### src/rtl/fp_unpack.sv
// fp_unpack: operand front end of the FP multiplier.
// Splits two packed floats into sign/exponent/significand, classifies them,
// and resolves special-case products for the assembly stage.
// Two registered stages with valid/ready backpressure.
// Optional feature macro: FP_UNPACK_DENORM_EN (keep denormals instead of flushing).
module fp_unpack #(
  parameter int WIDTH = 32,
  parameter int WEXP  = 8,
  parameter int WSIG  = 23
) (
  input  logic             clk,
  input  logic             reset,
  input  logic             in_valid,
  output logic             in_ready,
  input  logic [WIDTH-1:0] a,
  input  logic [WIDTH-1:0] b,
  input  logic [1:0]       roundmode_in,
  output logic             out_valid,
  input  logic             out_ready,
  output logic             sign,
  output logic [WEXP-1:0]  expa,
  output logic [WEXP-1:0]  expb,
  output logic [WSIG:0]    siga,
  output logic [WSIG:0]    sigb,
  output logic             specialcase,
  output logic [WIDTH-2:0] special,
  output logic             specialsigncase,
  output logic             specialsign,
  output logic [1:0]       roundmode
);

  typedef struct packed {
    logic            zero;
    logic            inf;
    logic            nan;
    logic [WEXP-1:0] exp;
    logic [WSIG:0]   sig;
  } op_t;

  localparam logic [WIDTH-2:0] QNAN = {{WEXP{1'b1}}, 1'b1, {(WSIG-1){1'b0}}};
  localparam logic [WIDTH-2:0] INF  = {{WEXP{1'b1}}, {WSIG{1'b0}}};

  // Classify one operand and produce its effective exponent and significand.
  function automatic op_t decode(input logic [WIDTH-1:0] x);
    op_t             o;
    logic [WEXP-1:0] e;
    logic [WSIG-1:0] f;
    e      = x[WIDTH-2 -: WEXP];
    f      = x[WSIG-1:0];
    o.zero = 1'b0;
    o.inf  = 1'b0;
    o.nan  = 1'b0;
    o.exp  = e;
    o.sig  = {1'b1, f};
    if (e == '0) begin
`ifdef FP_UNPACK_DENORM_EN
      if (f == '0) begin
        o.zero = 1'b1;
        o.exp  = '0;
        o.sig  = '0;
      end else begin
        // Denormal: implicit exponent of 1, no hidden bit.
        o.exp = WEXP'(1);
        o.sig = {1'b0, f};
      end
`else
      // Denormals flush to zero together with true zeros.
      o.zero = 1'b1;
      o.exp  = '0;
      o.sig  = '0;
`endif
    end else if (e == '1) begin
      o.inf = (f == '0);
      o.nan = (f != '0);
    end
    return o;
  endfunction

  logic       s1_valid;
  logic       s1_sign;
  logic [1:0] s1_rm;
  op_t        s1_a, s1_b;
  op_t        da, db;

  logic             s2_en, s1_en;
  logic             sp_case, sp_signcase, sp_sign;
  logic [WIDTH-2:0] sp_val;

  // Stage 2 moves when empty or draining; stage 1 moves when it or stage 2 can.
  assign s2_en    = ~out_valid | out_ready;
  assign s1_en    = ~s1_valid | s2_en;
  assign in_ready = ~s1_valid | ~out_valid | out_ready;

  assign da = decode(a);
  assign db = decode(b);

  // Stage 1: register decoded fields, class flags, sign and rounding mode.
  always_ff @(posedge clk or posedge reset) begin
    if (reset) begin
      s1_valid <= 1'b0;
      s1_sign  <= 1'b0;
      s1_rm    <= '0;
      s1_a     <= '0;
      s1_b     <= '0;
    end else if (s1_en) begin
      s1_valid <= in_valid;
      if (in_valid) begin
        s1_sign <= a[WIDTH-1] ^ b[WIDTH-1];
        s1_rm   <= roundmode_in;
        s1_a    <= da;
        s1_b    <= db;
      end
    end
  end

  // Resolve the special-case product from stage-1 class flags, highest priority first.
  always_comb begin
    sp_case     = 1'b0;
    sp_val      = '0;
    sp_signcase = 1'b0;
    sp_sign     = 1'b0;
    if (s1_a.nan || s1_b.nan || (s1_a.inf && s1_b.zero) || (s1_a.zero && s1_b.inf)) begin
      sp_case     = 1'b1;
      sp_val      = QNAN;
      sp_signcase = 1'b1;
      sp_sign     = 1'b0;
    end else if (s1_a.inf || s1_b.inf) begin
      sp_case = 1'b1;
      sp_val  = INF;
    end else if (s1_a.zero || s1_b.zero) begin
      sp_case = 1'b1;
      sp_val  = '0;
    end
  end

  // Stage 2: register resolved special fields and forward the operand fields.
  always_ff @(posedge clk or posedge reset) begin
    if (reset) begin
      out_valid       <= 1'b0;
      sign            <= 1'b0;
      expa            <= '0;
      expb            <= '0;
      siga            <= '0;
      sigb            <= '0;
      specialcase     <= 1'b0;
      special         <= '0;
      specialsigncase <= 1'b0;
      specialsign     <= 1'b0;
      roundmode       <= '0;
    end else if (s2_en) begin
      out_valid <= s1_valid;
      if (s1_valid) begin
        sign            <= s1_sign;
        expa            <= s1_a.exp;
        expb            <= s1_b.exp;
        siga            <= s1_a.sig;
        sigb            <= s1_b.sig;
        specialcase     <= sp_case;
        special         <= sp_val;
        specialsigncase <= sp_signcase;
        specialsign     <= sp_sign;
        roundmode       <= s1_rm;
      end
    end
  end

endmodule

### config.mk
export PLATFORM = sky130hd
export DESIGN_NAME = fp_unpack
export DESIGN_NICKNAME = d
export VERILOG_FILES = /design/src/rtl/fp_unpack.sv
export SDC_FILE = /design/constraint.sdc
export NUM_CORES = 1
export LEC_CHECK = 0
export ABC_AREA = 1
export CAP_MARGIN = 20
export CORE_UTILIZATION = 43
export CTS_CLUSTER_DIAMETER = 200
export DETAILED_ROUTE_END_ITERATION = 16
export PLACE_DENSITY = 0.76
export SETUP_SLACK_MARGIN = 0.2
export SLEW_MARGIN = 15
export SYNTH_ARGS = -nofsm -noshare
export SYNTH_HDL_FRONTEND = slang
export SYNTH_SLANG_ARGS = --single-unit
export TNS_END_PERCENT = 50
### constraint.sdc
create_clock -name clk -period 5.05 [get_ports clk]
set_input_delay 1.01 -clock clk [delete_from_list [all_inputs] [get_ports clk]]
set_output_delay 1.01 -clock clk [all_outputs]
set_load 0.005 [all_outputs]
==> results.md <==
- The sort of element at the end of the critical path is a primary output.
- The slowest library cell on the worst path is sky130_fd_sc_hd__clkdlybuf4s50_1.
- The share of flip-flops with an asynchronous set or reset after synthesis is 100.0%.
- The number of maximum-capacitance constraint violations is 0.
- The critical path's top delay family is buffers and inverters.
- The TritonCTS clock tree is done.
- The final worst slack is 1.894 ns.
- The count of vias placed by the detailed router is 4680.
- The number of clock sinks is 145.
- The worst setup path is launched from a primary input.
- After clock tree synthesis, the flow added hold-fix buffers numbering 0.
- On the worst path, the slowest cell contributes a delay of 0.44 ns.
- Clock-pin slew was measured on the worst setup and hold paths at 0.06 ns.
- The overall track demand over capacity in global routing is 20.31%.
- The area fraction in compound gates after synthesis is 9.987%.
- The first-pass GRT wire length is 22.45 mm.
- The die footprint is 14400 um^2.
- The footprint of the multi-input gates is 1717 um^2.
- Sequential cells account for 44.1% of the total power.
- The H-tree was split into 4 levels.
- The number of standard cells in the layout, taps in and fillers out is 995.
- The worst-path maximum fanout is 2.
- Walking the worst path, the cells encountered are clkdlybuf4s50_1 -> nor2_2 -> inv_1 -> clkdlybuf4s50_1.
- The final critical path time including I/O delays and setup is 3.156 ns.
- The pre-antenna-repair detailed-routing pass consisted of 6 iterations.
- The floorplan has 42 rows.
- The number of fillers in the final layout is 1177.
- The synthesized flop and latch total is 145.
- Combinational logic is responsible for 20.0% of the overall power.
- The initial core utilization is 44.69%.
- The worst setup path is of the in -> out kind.
- Summing the areas of all xor and xnor instances in the mapped netlist gives 0.1463% of the synthesized area.
- The cell-internal power is 0.002462 W.
- The biggest area contributor in the post-synthesis netlist is sky130_fd_sc_hd__dfrtp_1.
- The total non-filler cell area in the finished layout is 8016 um^2.
- The maximum buffer depth of the clock tree is 2.
- The count of endpoints failing hold in the final timing report is 0.
- The number of antenna violations at the first check in global routing came to 0.
- After the first detailed-routing iteration, the DRC count stood at 299.
- STA puts the critical path data arrival time at 2.15 ns.
- 173 I/O pins were placed.
- The total leakage power is 3.882 nW.
- The via count of the first global-routing pass is 4682.
- The share of total power dissipated in the clock network is 35.9%.
- The clock arrives with 0.006059 ns of skew.
- The critical path contains buffers and inverters numbering 3 combined.
- The worst hold path class is reg -> reg.
- The number of different library cells used by synthesis comes to 25.
- The post-synthesis share of cell area spent on and, or, nand and nor gates is 16.97%.
- The final number of max-transition violations is 0.
- The sum of negative setup slack is 0 ns.
- The most frequent cell after synthesis is sky130_fd_sc_hd__nand2_1.
- The CTS buffer count is 17.
- The later-pin clock latency in the skew report is 0.42 ns.
- The area of the core is 13400 um^2.
- The commonest cells after synthesis are sky130_fd_sc_hd__nand2_1 (208), sky130_fd_sc_hd__dfrtp_1 (145), sky130_fd_sc_hd__inv_1 (90).
- Among all flip-flop cells after synthesis, the most frequent one is sky130_fd_sc_hd__dfrtp_1.
- Counting every instance in the synthesized netlist gives 672.
- Entering global routing, the biggest net connects 146 pins.
- The mapped cell area is 5988 um^2.
- Measured along the y axis, the die boundary spans 120.0 um.
- The switching power is 0.0008506 W.
- The root buffer cell chosen for the clock tree is sky130_fd_sc_hd__clkbuf_16.
- The worst path uses 62.49% of the clock period.
- The power per cell area is 413.3 nW/um^2.
- Buffers placed on the I/O ports in this run total 149.
- Routability-driven placement finished with a final weighted congestion of 0.7945.
- Setup violations remaining at the end of the flow were counted as 0.
- The sequential-to-total area share from yosys stat is 60.59%.
- Setup repair after global routing left no endpoint under its margin.
- Of the post-synthesis cell area, the dominant cell type holds 60.59%.
- The die is 120.0 um wide.
- The share of synthesized area spent on multiplexers is 0%.
- The remaining antenna violation count after routing is 0.
- Timing would allow up to 316.9 MHz.
- The slew at the pin closest to its max-slew limit is 0.7986 ns.
- After synthesis, the largest family of logic cells by area is simple AND/OR/NAND/NOR gates.
- After detailed routing, the average wire length per cell comes to 13.39 um.
- Summed over all layers, the routed wires come to 13.33 mm.
- Yosys mapped a number of flops with a built-in enable equal to 0.
- A synthesized cell averages 8.911 um^2.
- Once placement finished, the instance area stood at 7447 um^2.
- The relative slew slack is 46.63%.
- The final hold slack is 0.4646 ns.
- Gates resized during post-CTS repair numbered 0.
- In this design, the critical path's most frequently occurring cell is sky130_fd_sc_hd__clkdlybuf4s50_1.
- The area share of fa/ha/maj cells after synthesis is 0%.
- From synthesis to final layout, the design area changed by 33.87%.
- The run finished with clean final reports.
- The number of antenna cells inserted is 0.
- At the worst endpoint, the required time is 4.04 ns.
- After synthesis, the cell types taking the most area are sky130_fd_sc_hd__dfrtp_1 (61%), sky130_fd_sc_hd__nand2_1 (13%), sky130_fd_sc_hd__inv_1 (5.6%), sky130_fd_sc_hd__o21ai_0 (5.6%), sky130_fd_sc_hd__buf_4 (4.3%).
- Before CTS, the worst setup slack after placement is 1.849 ns.
- The buffers inserted during post-CTS setup optimization is 0.
- The Yosys step of the flow raised 0 warnings.
- After detailed placement, the design holds a cell count of 964.
- The post-route netlist has 4.884% of its cells at a drive strength greater than 1.
- In this run switching power makes up 25.67% of total power.
- The via count normalized by instance count is 4.704.
- The post-detailed-route DRC marker count is 0.
- Global routing finished with a remaining overflow of 0.
- Across the VDD grid, the largest voltage drop is 199.9 uV.
- After legalization and detailed placement, the total HPWL measured 8.968 mm.
- Summing all flip-flop and latch instances after layout gives 3628 um^2.
- The net count reported at finish is 878.
[state kept, by name, summed over array words and instances, names as in the netlist]
register and cells:
expa 8, expb 8, out_valid 1, roundmode 2, s1_a 35, s1_b 35
s1_rm 2, s1_sign 1, s1_valid 1, siga 24, sigb 24, sign 1
special 2, specialcase 1
[per-layer routing]
layer / part of all wire, % / up-vias / track usage, % / routed length, um
li1: - / 2287 / - / -
met1: 44 / 2220 / 26.22 / 5839
met2: 49 / 146 / 32.22 / 6467
met3: 5.4 / 27 / 5.371 / 718
met4: 2.2 / 0 / 8.594 / 299
met5: 0 / - / 0 / 0
[cells by family after synthesis]
group	count (synthesis)
DFF	145
AOI/OAI and AO/OA	109
and+or+nand+nor	265
buffers and inverters	151
xor gates and xnor gates	1
other	1
[metrics by stage]
stage	total power (W)	util, %
after global routing	0.003496	59.82
after detailed placement	0.002149	55.57
after global placement	0.002130	55.57
after CTS	0.003346	59.74
after floorplan	0.001764	-
final	0.003313	59.82
[power groups by stage]
stage,Sequential (W),Clock [W],Combinational (W)
global placement,0.00148,0,0.000654
global route,0.00149,0.00127,0.000741
detailed placement,0.00148,0,0.000669
CTS,0.00146,0.00121,0.000672
floorplan,0.00148,0,0.000288
finish,0.00146,0.00119,0.000662
[cells in the final DEF, fill, tap and decap left out, drive strengths merged]
| master | synthesis | routed |
|---|---|---|
| nand2 | 208 | 208 |
| clkinvlp | 0 | 2 |
| a21oi | 2 | 2 |
| o21a | 1 | 1 |
| o21ai | 78 | 78 |
| nand3 | 5 | 5 |
| buf | 52 | 4 |
| inv | 93 | 92 |
| conb | 1 | 23 |
| nand4 | 1 | 1 |
| clkinv | 0 | 3 |
| clkbuf | 6 | 25 |
| nor3 | 2 | 2 |
| xnor2 | 1 | 1 |
| nor2 | 49 | 49 |
| bufinv | 0 | 1 |
| dfrtp | 145 | 145 |
| clkdlybuf4s50 | 0 | 149 |
| o22ai | 28 | 28 |
[worst paths after layout]
check                                          start  depth (start not counted)                       end  slack, ns
worst min register to register  s1_rm[1]$_DFFE_PP0P_                          2  roundmode[1]$_DFFE_PP0P_       0.46
worst min-delay path            s1_rm[1]$_DFFE_PP0P_                          2  roundmode[1]$_DFFE_PP0P_       0.46
min in group asynchronous                      reset                          3       s1_sign$_DFFE_PP0P_       1.12
worst max register to register  s1_valid$_DFFE_PP0N_                          6       s1_a[2]$_DFFE_PP0P_       3.01
worst max-delay path                       out_ready                          4                  in_ready       1.89
max in group asynchronous                      reset                          3      s1_b[11]$_DFFE_PP0P_       3.33
[area by class of cell]
| type | count | area share, % |
|---|---|---|
| multi-input cells | 398 | 21.41 |
| clock buffers | 25 | 6.306 |
| well taps | 176 | 2.747 |
| flip-flops and latches | 145 | 45.26 |
| clock inverters | 5 | 0.6555 |
| inverters | 93 | 4.433 |
| repair buffers | 153 | 19.18 |
[worst min-delay path: cells and delay by family, from the launching register on]
family           cells  cell delay, ns
flip-flops           1            0.34
AND/OR/NAND/NOR      2            0.09
(Power assumes the default switching activity.)
